<file path="src/rtl/draw_square_grid.sv">
// rtl/draw_square_grid.sv - board grid overlay: two-stage pixel pipeline painting cell marks and a blinking cursor.
// Pending board takes writes at any time; the displayed board and cursor latch only move on a vsync rising edge.
module draw_square_grid #(
  parameter int          ROWS         = 3,
  parameter int          COLS         = 3,
  parameter int          X0           = 0,
  parameter int          Y0           = 0,
  parameter int          CELL_W       = 341,
  parameter int          CELL_H       = 256,
  parameter int          BLINK_FRAMES = 30,
  parameter logic [11:0] CURSOR_COLOR = 12'hfff,
  localparam int         N            = ROWS * COLS,
  localparam int         IW           = (N > 1) ? $clog2(N) : 1
) (
  input  logic          pclk,
  input  logic          rst_n,
  input  logic [10:0]   hcount_in,
  input  logic [10:0]   vcount_in,
  input  logic          hsync_in,
  input  logic          hblnk_in,
  input  logic          vsync_in,
  input  logic          vblnk_in,
  input  logic [11:0]   rgb_in,
  input  logic          start_en,
  input  logic          choice_en,
  input  logic          wr_en,
  input  logic [IW-1:0] wr_idx,
  input  logic [1:0]    wr_val,
  input  logic          clr,
  input  logic          cursor_en,
  input  logic [IW-1:0] cursor_idx,
  output logic [10:0]   hcount_out,
  output logic [10:0]   vcount_out,
  output logic          hsync_out,
  output logic          hblnk_out,
  output logic          vsync_out,
  output logic          vblnk_out,
  output logic [11:0]   rgb_out,
  output logic          busy
);

  localparam int          FW     = (BLINK_FRAMES > 1) ? $clog2(BLINK_FRAMES) : 1;
  localparam logic [11:0] X_LO   = 12'(X0);
  localparam logic [11:0] Y_LO   = 12'(Y0);
  localparam logic [11:0] X_SPAN = 12'(COLS * CELL_W - 1);
  localparam logic [11:0] Y_SPAN = 12'(ROWS * CELL_H - 1);
  localparam logic [FW-1:0] F_LAST = FW'(BLINK_FRAMES - 1);

  logic [10:0]   hcount1_q, vcount1_q;
  logic [3:0]    sync1_q;
  logic [11:0]   rgb1_q;
  logic          en1_q, hit1_q;
  logic [IW-1:0] idx1_q;
  logic [2*N-1:0] pend_q, pend_d, disp_q;
  logic [IW-1:0] cur_q;
  logic [FW-1:0] frame_q;
  logic          blink_q, vs_prev_q;

  // 13-bit subtraction: the top bit flags a position left of / above the grid
  logic [12:0] dx_c, dy_c;
  logic        hit_c, vs_rise_c;
  int          col_c, row_c;
  logic [IW-1:0] idx_c;

  assign dx_c      = {2'b00, hcount_in} - {1'b0, X_LO};
  assign dy_c      = {2'b00, vcount_in} - {1'b0, Y_LO};
  assign hit_c     = !dx_c[12] && !dy_c[12] && (dx_c[11:0] <= X_SPAN) && (dy_c[11:0] <= Y_SPAN);
  assign vs_rise_c = vsync_in && !vs_prev_q;

  always_comb begin
    col_c = 0;
    row_c = 0;
    for (int c = 1; c < COLS; c++)
      if (dx_c[11:0] >= 12'(c * CELL_W)) col_c = c;
    for (int r = 1; r < ROWS; r++)
      if (dy_c[11:0] >= 12'(r * CELL_H)) row_c = r;
    idx_c = IW'(row_c * COLS + col_c);
  end

  always_comb begin
    pend_d = pend_q;
    if (clr)
      pend_d = '0;
    else if (wr_en && (int'(wr_idx) < N) && (wr_val != 2'd3))
      pend_d[{wr_idx, 1'b0} +: 2] = wr_val;
  end

  logic [1:0]  mark_c;
  logic        cursor_c;
  logic [11:0] rgb_c;

  always_comb begin
    mark_c   = disp_q[{idx1_q, 1'b0} +: 2];
    cursor_c = cursor_en && (int'(cur_q) < N) && (idx1_q == cur_q) && blink_q;
    rgb_c    = rgb1_q;
    if (en1_q && hit1_q) begin
      if (cursor_c)            rgb_c = CURSOR_COLOR;
      else if (mark_c == 2'd1) rgb_c = 12'h00f;
      else if (mark_c == 2'd2) rgb_c = 12'hff0;
    end
  end

  always_ff @(posedge pclk or negedge rst_n) begin
    if (!rst_n) begin
      hcount1_q <= '0; vcount1_q <= '0; sync1_q <= '0; rgb1_q <= '0;
      en1_q <= 1'b0; hit1_q <= 1'b0; idx1_q <= '0;
      hcount_out <= '0; vcount_out <= '0; rgb_out <= '0;
      hsync_out <= 1'b0; hblnk_out <= 1'b0; vsync_out <= 1'b0; vblnk_out <= 1'b0;
      pend_q <= '0; disp_q <= '0; cur_q <= '0; busy <= 1'b0;
      frame_q <= '0; blink_q <= 1'b1; vs_prev_q <= 1'b0;
    end else begin
      hcount1_q <= hcount_in;
      vcount1_q <= vcount_in;
      sync1_q   <= {hsync_in, hblnk_in, vsync_in, vblnk_in};
      rgb1_q    <= rgb_in;
      en1_q     <= start_en && !choice_en;
      hit1_q    <= hit_c;
      idx1_q    <= idx_c;

      hcount_out <= hcount1_q;
      vcount_out <= vcount1_q;
      {hsync_out, hblnk_out, vsync_out, vblnk_out} <= sync1_q;
      rgb_out    <= rgb_c;

      vs_prev_q <= vsync_in;
      pend_q    <= pend_d;
      busy      <= (pend_q != disp_q);
      if (vs_rise_c) begin
        disp_q <= pend_q;
        cur_q  <= cursor_idx;
      end

      // Holding the blink at "on" while disabled makes a re-enabled cursor appear at once
      if (!cursor_en) begin
        frame_q <= '0;
        blink_q <= 1'b1;
      end else if (vs_rise_c) begin
        if (frame_q == F_LAST) begin
          frame_q <= '0;
          blink_q <= !blink_q;
        end else begin
          frame_q <= frame_q + 1'b1;
        end
      end
    end
  end

endmodule

</file>
<file path="config.mk">
export PLATFORM = sky130hd
export DESIGN_NAME = draw_square_grid
export DESIGN_NICKNAME = d
export VERILOG_FILES = /design/src/rtl/draw_square_grid.sv
export SDC_FILE = /design/constraint.sdc
export NUM_CORES = 1
export LEC_CHECK = 0
export ABC_AREA = 1
export CORE_UTILIZATION = 45
export CTS_CLUSTER_DIAMETER = 100
export DETAILED_ROUTE_END_ITERATION = 6
export HOLD_SLACK_MARGIN = 0.08
export PLACE_DENSITY = 0.7
export SYNTH_ARGS = -nofsm -noshare
export SYNTH_HDL_FRONTEND = slang
export SYNTH_SLANG_ARGS = --single-unit
</file>
<file path="constraint.sdc">
create_clock -name pclk -period 3.6 [get_ports pclk]
set_input_delay 0.72 -clock pclk [delete_from_list [all_inputs] [get_ports pclk]]
set_output_delay 0.72 -clock pclk [all_outputs]
set_load 0.01 [all_outputs]
</file>
Word-level counts from Yosys, hierarchy flattened
Index checks and enable logic that the tools add are counted.
{ "word_totals": {"reg_bits": 130, "inputBits": 55, "out_inout_bits": 39, "word_cells": 75} }
{ "classes": {"n_addsub": 3, "mul": 1, "n_lt_le_gt_ge": 8, "n_eq_ne": 8, "shifts": 3, "muxes": 17, "reduce_logical": 14} }
{ "ops": {"columns": ["cell", "n"], "rows": [
  ["2-to-1 mux 12 bit", 4],
  ["2-to-1 mux 18 bit", 2],
  ["multiplier 32 x 3 -> 4 bit, second input constant", 1],
  ["2-to-1 mux 32 bit", 1],
  [">= comparator 11 x 10 -> 1 bit, second input constant", 2],
  [">= comparator 11 x 9 -> 1 bit, second input constant", 2],
  ["less-or-equal comparator 11 x 10 -> 1 bit, second input constant", 2],
  ["bitwise mux 18 bit", 1],
  ["inequality test 18 bit", 1],
  ["variable shift 2 x 7 -> 18 bit, first input constant", 1],
  ["indexed part select 18 x 6 -> 2 bit", 1],
  ["indexed part select 2 x 7 -> 18 bit", 1],
  ["2-to-1 mux 5 bit", 3],
  ["logical AND 1 bit", 9],
  ["< comparator 4 bit, second input constant", 2],
  ["negation 5 -> 7 bit", 1],
  ["adder 5 x 1 -> 5 bit, second input constant", 1],
  ["== test 5 bit, second input constant", 1],
  ["2-to-1 mux 1 bit", 5],
  ["adder 4 bit", 1],
  ["== test 4 bit", 1],
  ["inequality test 2 x 1 -> 1 bit, second input constant", 2],
  ["logical NOT 1 bit", 3],
  ["== test 2 x 1 -> 1 bit, second input constant", 1],
  ["5 further kinds", 5]
]} }

Longest topological paths before layout
Gate-level depths: netlist of the first run.
{ "logic_depth": {"word_depth": 6, "depth_mapped": 12, "depth_no_buf": 12} }

Worst setup path after synthesis of the first run
OpenSTA, ideal clock, no wires.
{ "synth_timing": {"path_type": "input to register", "start": "input hcount_in[2]", "end": "register idx1_q[2]", "setup_ns": 0.136, "t_arrival_ns": 2.140, "t_required_ns": 3.464, "path_slack_ns": 1.324, "stages": 8, "path_buffers": 0, "path_cell_list": "nor2_1 > nor2_1 > o21a_1 > o21ai_0 > a31oi_1 > ha_1 > ha_1 > fa_1"} }
{ "synth_via": {"elab_chain_len": 4, "word_cells_on_any_way": 5, "cone_classes": "add/sub: 1; order compare: 2; mux: 2"} }
{ "synth_rtl": {"columns": ["item", "line", "source"], "rows": [
  ["start, declared", "17", "input logic [10:0] hcount_in,"],
  [">= comparator 11 x 9 -> 1 bit", "74", "if (dx_c[11:0] >= 12'(c * CELL_W)) col_c = c;"],
  ["2-to-1 mux 1 bit", "74", null],
  ["2-to-1 mux 2 bit (*)", "74", null],
  ["adder 4 bit (*)", "77", "idx_c = IW'(row_c * COLS + col_c);"],
  ["via idx_c[2]", "63", "logic [IW-1:0] idx_c;"],
  ["end signal, assigned", "118", "idx1_q <= idx_c;"],
  ["end, declared", "53", "logic [IW-1:0] idx1_q;"]
]} }
The timed path passes the listed nets; every way through them passes the cells marked *.
A chain may end at the register's enable or synchronous reset.

Worst setup path after layout of the first run
Same ends and word-level chain as after synthesis.

==> results.toml, run 1 <==
[sta]
relSlewSlack = 0.567
maxSlewViolCount = 0
finalCritPeriodShare = 0.690
rsz0062_at_grt = "false"
hold_viol = 0
setup_viol = 0
final.min_clock_period_ns = 2.49
setup_ws_ns = 1.11
max_freq_mhz = 402
finalSetupTns_ns = 0
skew_ns = 0.00467
worstMarginPinSlew_ns = 0.649

[die]
die_x_microns = 109
placement_rows = 38
initial_core_util = 0.471
ioPinCount = 94
die_h_microns = 109
die-area_sq_um = 12000
core_sq_um = 11000

[clock_tree]
tritoncts = "done"
cts_resized = 0
clkTransAtPathRegs_ns = 0.06
clk_latency_ns = 0.41
root_buffer = "clkbuf_16"
clock_sinks = 129
cts_buffers = 17
cts_hold_buf = 0
post-cts-setup-buffers = 0
h-tree-depth = 4
clock_path_buffers = 2

[detailed_routing]
drtPass1Iterations = 4
drt_iter0_markers = 256
routed_wl_mm = 10.9
drc_errors = 0
drtAntennaViolNets = 0
wl_per_cell_microns = 13.8
avgViaCountPerCell = 4.98
vias = 3931

[place]
dp_slack_ns = 0.670
gp_congestion = 0.853
port_buffers = 93
placed_cell_area_sq_um = 6290
hpwl_mm = 7.92

[global_route]
antenna_found_initial = 0
grt_overflow = 0
track_usage = 0.202
grt_pass1_wl_mm = 18.0
grt_pass1_vias = 3873
grt_max_degree = 54

[yosys]
synth_cell_type_count = 42
ys_seq_area_frac = 0.622
syn_inst = 529
yosysWarnings = 0
synth_seq_cells = 129
synth_edf_count = 0
async_flop_share = 1.00
synth_most_common_cell = "dfrtp_1"
synth_commonest_cells = "dfrtp_1, nand2_1, inv_1"
synth_top_cell_by_area = "dfrtp_1"
avgSynthCellArea_sq_um = 9.82
synth_fp_nets = 593
synth_top_area_frac = 0.617
yosys_most_used_dff = "dfrtp_1"
synthTopCellsByArea = "dfrtp_1, nand2_1, inv_1"
syn-cell-area_sq_um = 5190

[critical_path]
crit_fanout = 4
worstPathArrival_ns = 2.77
cp.required_ns = 3.88
r2r_slack_ns = 1.88
worstReg2RegEnd = "rgb_out[7]$_DFF_PN0_"
end_kind = "flip-flop"
reg2reg_from = "idx1_q[0]$_DFF_PN0_"
r2r_cells = 8
criticalPathCategory = "input port to flip-flop"
crit_path_start_kind = "input port"

[power_and_ir_drop]
p_leak_nw = 3.20
p_per_area_nw_per_um2 = 571
ir_worst_vdd_uv = 546

[finish]
drive_gt1_frac = 0.111
antenna_cells = 0
nets = 700
fin_area_sq_um = 7000
area_growth_pct = 34.9
fill_cells = 892

[status]
status = "finished clean"

[run]
max_cap_viol_count = 0

[worst_hold_path]
min_path_type = "input port to async pin"
-- worst max path at each step --
stage / endpoint / startpoint / slack (ns) / cells past startpoint
floorplan: idx1_q[2]$_DFF_PN0_ / hcount_in[2] / 1.32 / 8
global placement: idx1_q[2]$_DFF_PN0_ / hcount_in[2] / 0.76 / 9
CTS: idx1_q[2]$_DFF_PN0_ / hcount_in[2] / 1.11 / 9
finish: idx1_q[2]$_DFF_PN0_ / hcount_in[2] / 1.11 / 9
detailed placement: idx1_q[2]$_DFF_PN0_ / hcount_in[2] / 0.67 / 9
global route: idx1_q[2]$_DFF_PN0_ / hcount_in[2] / 1.0 / 9
-- per-stage QoR --
stage / hold slack [ns] / power (W) / util / std cells
global route: 0.351 / 0.00416 / 0.635 / 789
CTS: 0.347 / 0.00404 / 0.635 / 789
detailed placement: 0.335 / 0.00200 / 0.571 / 757
global placement: 0.332 / 0.00199 / 0.571 / 757
floorplan: 0.331 / 0.00180 / - / 529
finish: 0.336 / 0.00400 / 0.635 / 789
-- placed cells by master, fill, tap and decap left out, drive strengths merged, types with 10 or more instances in the layout --
| cell type | count |
|---|---|
| clkbuf | 19 |
| nand2 | 120 |
| or2 | 10 |
| clkdlybuf4s50 | 92 |
| a21oi | 20 |
| dfrtp | 128 |
| nand3 | 37 |
| nand4 | 16 |
| nor2 | 43 |
| o21ai | 43 |
| nor3 | 10 |
| inv | 69 |
-- per-layer routing --
| metal | global-route usage | part of all wire | up-vias | routed length (microns) |
|---|---|---|---|---|
| met4 | 0.105 | 0.028 | 0 | 303 |
| met1 | 0.257 | 0.44 | 1859 | 4770 |
| li1 | - | - | 1927 | - |
| met5 | 0 | 0 | - | 0 |
| met2 | 0.318 | 0.48 | 118 | 5220 |
| met3 | 0.0528 | 0.052 | 27 | 566 |
-- state kept, by name (all words and copies together), names as in the netlist, 4 cells and up --
name / count
rgb_out: 12
vcount1_q: 11
hcount1_q: 11
idx1_q: 4
rgb1_q: 12
cur_q: 4
disp_q: 18
vcount_out: 11
pend_q: 18
frame_q: 5
sync1_q: 4
hcount_out: 11
-- worst max-delay path: stages --
cell and delay, ns:
clkdlybuf4s50_1 0.46, nor2_1 0.15, nor2_1 0.06, o21a_1 0.16, o21ai_0 0.14, a31oi_1 0.11, ha_1 0.29, ha_1 0.22
fa_1 0.46
-- layout make-up --
class                           instances  area [sq um]  area share
Tap cell                              140           175      0.0250
Clock inverter                         13           255      0.0364
Sequential cell                       129          3230       0.461
Timing Repair Buffer                   96           963       0.138
Inverter                               68           255      0.0364
Multi-Input combinational cell        324          1670       0.239
Clock buffer                           19           453      0.0647
-- cells by family after synthesis --
group / after synthesis / synth area share
AND/OR/NAND/NOR: 241 / 0.218
flip-flops: 129 / 0.622
buffers and inverters: 76 / 0.0566
AO/OA/AOI/OAI: 71 / 0.0754
adder cells (fa/ha/maj): 9 / 0.0231
XOR/XNOR: 3 / 0.00506
-- power by group --
group / switching, W / internal (W)
Clock: 0.000613 / 0.00141
Combinational: 0.000221 / 0.000179
Sequential: 0.0000449 / 0.00153
(Power assumes the default switching activity.)
==> run 2: changes to the inputs <==
- clock period: 3.6 -> 2.5 ns (I/O delays scaled with it)
==> run 2 against run 1 <==
  * Global-route usage rose by 0.53 points
  * Wire length up 2.1%
  * Clock power up 21%
  * Utilization shrank 0.28 points
  * Combinational power grew 49%
  * Sequential power up 45%
  * Critical path depth did not move
  * Setup slack got worse by 0.90 ns
  * Die area unchanged
  * Critical endpoint unchanged
  * Clock skew up 0.0030 ns
  * Final cell count is 1.0% higher
  * Sequential cell count stayed put
==> results.toml, run 2 (synthesized netlist as in run 1, its figures left out) <==
[power_and_ir_drop]
p_leak_nw = 3.18
p_per_area_nw_per_um2 = 762
power_w = 0.00531
ir_worst_vdd_uv = 768

[finish]
drive_gt1_frac = 0.120
fill_cells = 897
final_util = 0.632
nets = 709
final_cell_mix = "dfrtp_1, nand2_1, clkdlybuf4s50_1"
antenna_cells = 0
seq_area_sq_um = 3230
layout_commonest_cell = "dfrtp_1"
instances_no_fill = 797
multi_input_area_sq_um = 1670
reg_top3 = "disp_q x18, pend_q x18"
area_growth_pct = 34.3

[sta]
rsz0062_at_grt = "false"
skew_ns = 0.00771
max_freq_mhz = 438
setup_ws_ns = 0.216
hold_viol = 0
finalCritPeriodShare = 0.914
setup_viol = 0
worstMarginPinSlew_ns = 0.444
maxSlewViolCount = 0
relSlewSlack = 0.704
final.min_clock_period_ns = 2.28

[global_route]
grt_pass1_wl_mm = 18.4
grt.busiest_layer = "met2"
track_usage = 0.207
antenna_found_initial = 0
grt_overflow = 0
grtUsageMet2 = 0.328
grtUsageMet3 = 0.0646
grt_pass1_vias = 3913
grtUsageMet1 = 0.260
grt_max_degree = 46

[critical_path]
end_kind = "flip-flop"
cp.required_ns = 2.79
r2r_cells = 9
reg2reg_from = "idx1_q[0]$_DFF_PN0_"
worstPathArrival_ns = 2.58
crit_fanout = 2
crit_path_start_kind = "input port"
criticalPathCategory = "input port to flip-flop"
worstReg2RegEnd = "rgb_out[4]$_DFF_PN0_"
r2r_slack_ns = 0.78

[detailed_routing]
avgViaCountPerCell = 4.97
drc_errors = 0
vias = 3962
drtPass1Iterations = 4
routed_wl_mm = 11.1
wl_per_cell_microns = 13.9
drtAntennaViolNets = 0
drt_iter0_markers = 192

[die]
core_sq_um = 11000
ioPinCount = 94
die-area_sq_um = 12000
die_h_microns = 109
initial_core_util = 0.471
placement_rows = 38
die_x_microns = 109

[place]
gp_congestion = 0.845
placed_cells = 765
port_buffers = 93
dp_slack_ns = -0.199
hpwl_mm = 8.04

[status]
status = "finished clean"

[worst_hold_path]
hold_end = "hcount_out[2]$_DFF_PN0_"
min_from = "hcount1_q[2]$_DFF_PN0_"
min_path_type = "flip-flop to flip-flop"
hold_path_depth = 0

[clock_tree]
clkTransAtPathRegs_ns = 0.06
cts_buffers = 17
tritoncts = "done"
clock_sinks = 129
clk_latency_ns = 0.42
cts_resized = 0
post-cts-setup-buffers = 0
root_buffer = "clkbuf_16"
clock_path_buffers = 2
h-tree-depth = 4

[run]
max_cap_viol_count = 0
-- run 2: stage by stage --
step | hold slack [ns] | TNS (ns) | area [sq um]
CTS | 0.345 | 0 | 6970
global route | 0.353 | 0 | 6970
floorplan | 0.204 | 0 | 5190
finish | 0.346 | 0 | 6970
global placement | 0.332 | -0.117 | 6370
detailed placement | 0.335 | -0.324 | 6370
-- run 2: report_power, final --
part / switching, W / total [W] / internal (W)
clock network: 0.000902 / 0.00245 / 0.00155
registers: 0.0000660 / 0.00227 / 0.00220
logic: 0.000326 / 0.000595 / 0.000270
-- run 2: how the worst max path moves through the flow --
stage / start / endpoint / slack, ns / cells past startpoint
floorplan: hcount_in[2] / idx1_q[2]$_DFF_PN0_ / 0.44 / 8
global placement: hcount_in[2] / idx1_q[2]$_DFF_PN0_ / -0.09 / 9
detailed placement: hcount_in[2] / idx1_q[2]$_DFF_PN0_ / -0.20 / 9
CTS: hcount_in[2] / idx1_q[2]$_DFF_PN0_ / 0.25 / 9
global route: hcount_in[2] / idx1_q[2]$_DFF_PN0_ / 0.08 / 9
finish: hcount_in[2] / idx1_q[2]$_DFF_PN0_ / 0.22 / 9
-- run 2: timing repair --
action,CTS,global route
hold buffers,1,0
hold endpoints to repair,28,0
setup endpoints to repair,0,0
-- run 2: worst max-delay path, stage by stage --
cell,delay [ns]
clkdlybuf4s50_1,0.41
nor2_1,0.14
nor2_1,0.06
o21a_1,0.16
o21ai_0,0.18
a31oi_1,0.13
ha_1,0.31
ha_1,0.23
fa_1,0.47
-- run 2: final cells by class --
cell class / instances / area share
Sequential cell: 129 / 0.463
Timing Repair Buffer: 105 / 0.150
Tap cell: 140 / 0.0251
Multi-Input combinational cell: 324 / 0.240
Clock inverter: 11 / 0.0183
Inverter: 68 / 0.0366
Clock buffer: 20 / 0.0669
-- run 2: layer usage --
| metal | routed length [microns] | share of wire | vias up |
|---|---|---|---|
| met5 | 0 | 0 | - |
| li1 | - | - | 1940 |
| met3 | 619 | 0.056 | 16 |
| met2 | 5290 | 0.48 | 120 |
| met4 | 206 | 0.019 | 0 |
| met1 | 4960 | 0.45 | 1886 |
==> run 3: changes to the inputs <==
- PLACE_DENSITY: 0.7 -> unset
- PLACE_DENSITY_LB_ADDON: unset -> 0.2
==> run 3 against run 2 <==
  * Final cell count down 0.50%
  * Critical path depth unchanged
  * Non-clock buffer count down 3
  * Total power up 3.7%
  * Clock power up 8.2%
  * Combinational power down 2%
  * Critical endpoint unchanged
  * Largest power group unchanged
==> results.toml, run 3 (synthesized netlist as in run 1, its figures left out) <==
[status]
status = "finished clean"

[detailed_routing]
avgViaCountPerCell = 5.03
drc_errors = 0
drtPass1Iterations = 4
wl_per_cell_microns = 14.1
drt_iter0_markers = 245
routed_wl_mm = 11.2
vias = 3986
drtAntennaViolNets = 0

[critical_path]
crit_top_cell = "ha_1"
criticalPathCategory = "input port to flip-flop"
r2r_slack_ns = 0.78
cpMaxStageDelayCell = "clkdlybuf4s50_1"
crit_fanout = 2
crit_path_start_kind = "input port"
end_kind = "flip-flop"
worstPathArrival_ns = 2.49
cp_slowest_stage_delay_ns = 0.48
cp.required_ns = 2.78
path_cells = "clkdlybuf4s50_1, inv_1, nor2_1, o21a_1, o21ai_0, a31oi_1, ha_1, ha_1, fa_1"

[finish]
multi_input_area_sq_um = 1670
final_cell_mix = "dfrtp_1, nand2_1, clkdlybuf4s50_1"
drive_gt1_frac = 0.115
antenna_cells = 0
seq_area_sq_um = 3230
layout_commonest_cell = "dfrtp_1"
area_growth_pct = 34.5
fill_cells = 902
nets = 706
reg_top3 = "disp_q x18, pend_q x18"

[sta]
rsz0062_at_grt = "false"
worstMarginPinSlew_ns = 0.427
skew_ns = 0.00746
final.min_clock_period_ns = 2.21
setup_viol = 0
worst_hold_slack_ns = 0.339
hold_viol = 0
relSlewSlack = 0.713
maxSlewViolCount = 0
finalCritPeriodShare = 0.882
max_freq_mhz = 453

[clock_tree]
root_buffer = "clkbuf_16"
cts_buffers = 17
clkTransAtPathRegs_ns = 0.05
clock_path_buffers = 2
h-tree-depth = 4
tritoncts = "done"
clk_latency_ns = 0.42
clock_sinks = 129

[global_route]
grt_overflow = 0
grt_max_degree = 65
grt_pass1_wl_mm = 18.2
antenna_found_initial = 0
track_usage = 0.205
grt_pass1_vias = 3907

[die]
ioPinCount = 94
die_x_microns = 109
initial_core_util = 0.471
placement_rows = 38
die-area_sq_um = 12000
die_h_microns = 109
core_sq_um = 11000

[power_and_ir_drop]
p_per_area_nw_per_um2 = 789
p_leak_nw = 3.19
ir_worst_vdd_uv = 607
power_w = 0.00551

[worst_hold_path]
min_path_type = "flip-flop to flip-flop"

[place]
hpwl_mm = 7.98
port_buffers = 93
gp_congestion = 0.845

[run]
max_cap_viol_count = 0
==> run 3: worst paths after layout <==
kind                            cells after the start                       to                    from
worst max-delay path                                9      idx1_q[2]$_DFF_PN0_            hcount_in[3]
worst min-delay path                                0  vcount_out[9]$_DFF_PN0_  vcount1_q[9]$_DFF_PN0_
worst max register to register                      9     rgb_out[9]$_DFF_PN0_     idx1_q[0]$_DFF_PN0_
worst min register to register                      0  vcount_out[9]$_DFF_PN0_  vcount1_q[9]$_DFF_PN0_
max in group asynchronous                           3     rgb_out[7]$_DFF_PN0_                   rst_n
min in group asynchronous                           2   vcount1_q[5]$_DFF_PN0_                   rst_n
==> run 3: area by class of cell <==
cell class              count  area share
multi-input cells         324       0.239
flip-flops and latches    129       0.463
well taps                 140      0.0251
inverters                  68      0.0366
clock buffers              19      0.0649
clock inverters            11      0.0267
repair buffers            102       0.145
==> run 3: routing by layer <==
layer / vias to the layer above / GRT usage / share of wire
li1: 1940 / - / -
met1: 1927 / 0.255 / 0.44
met2: 103 / 0.330 / 0.49
met3: 16 / 0.0605 / 0.055
met4: 0 / 0.0933 / 0.016
met5: - / 0 / 0
==> run 3: stage by stage <==
stage | TNS, ns | instance area, sq um | util | setup slack [ns] | instances
finish | 0 | 6980 | 0.633 | 0.294 | 793
floorplan | 0 | 5190 | - | 0.444 | 529
global route | 0 | 6980 | 0.633 | 0.199 | 793
detailed placement | -0.132 | 6330 | 0.574 | -0.109 | 762
CTS | 0 | 6980 | 0.633 | 0.291 | 793
global placement | -0.0939 | 6330 | 0.574 | -0.0798 | 762
==> run 3: repair_timing <==
| action | 4_1_cts | 5_1_grt |
|---|---|---|
| hold buffers | 1 | 0 |
| setup buffers | 0 | 0 |
| endpoints found under the setup margin | 0 | 0 |
| hold endpoints to repair | 30 | 0 |
| resized for setup | 0 | 0 |
==> run 3: worst max-delay path, delay by kind of cell <==
family / cells / cell delay [ns]
adder cells (fa/ha/maj): 3 / 0.95
AND/OR/NAND/NOR: 1 / 0.10
buffers and inverters: 2 / 0.54
AO/OA/AOI/OAI: 3 / 0.39
==> run 3: power breakdown <==
part	internal (W)	total, W	switching [W]
combinational	0.000263	0.000586	0.000323
clock	0.00180	0.00265	0.000852
sequential	0.00220	0.00227	0.0000655
total	0.00427	0.00551	0.00124
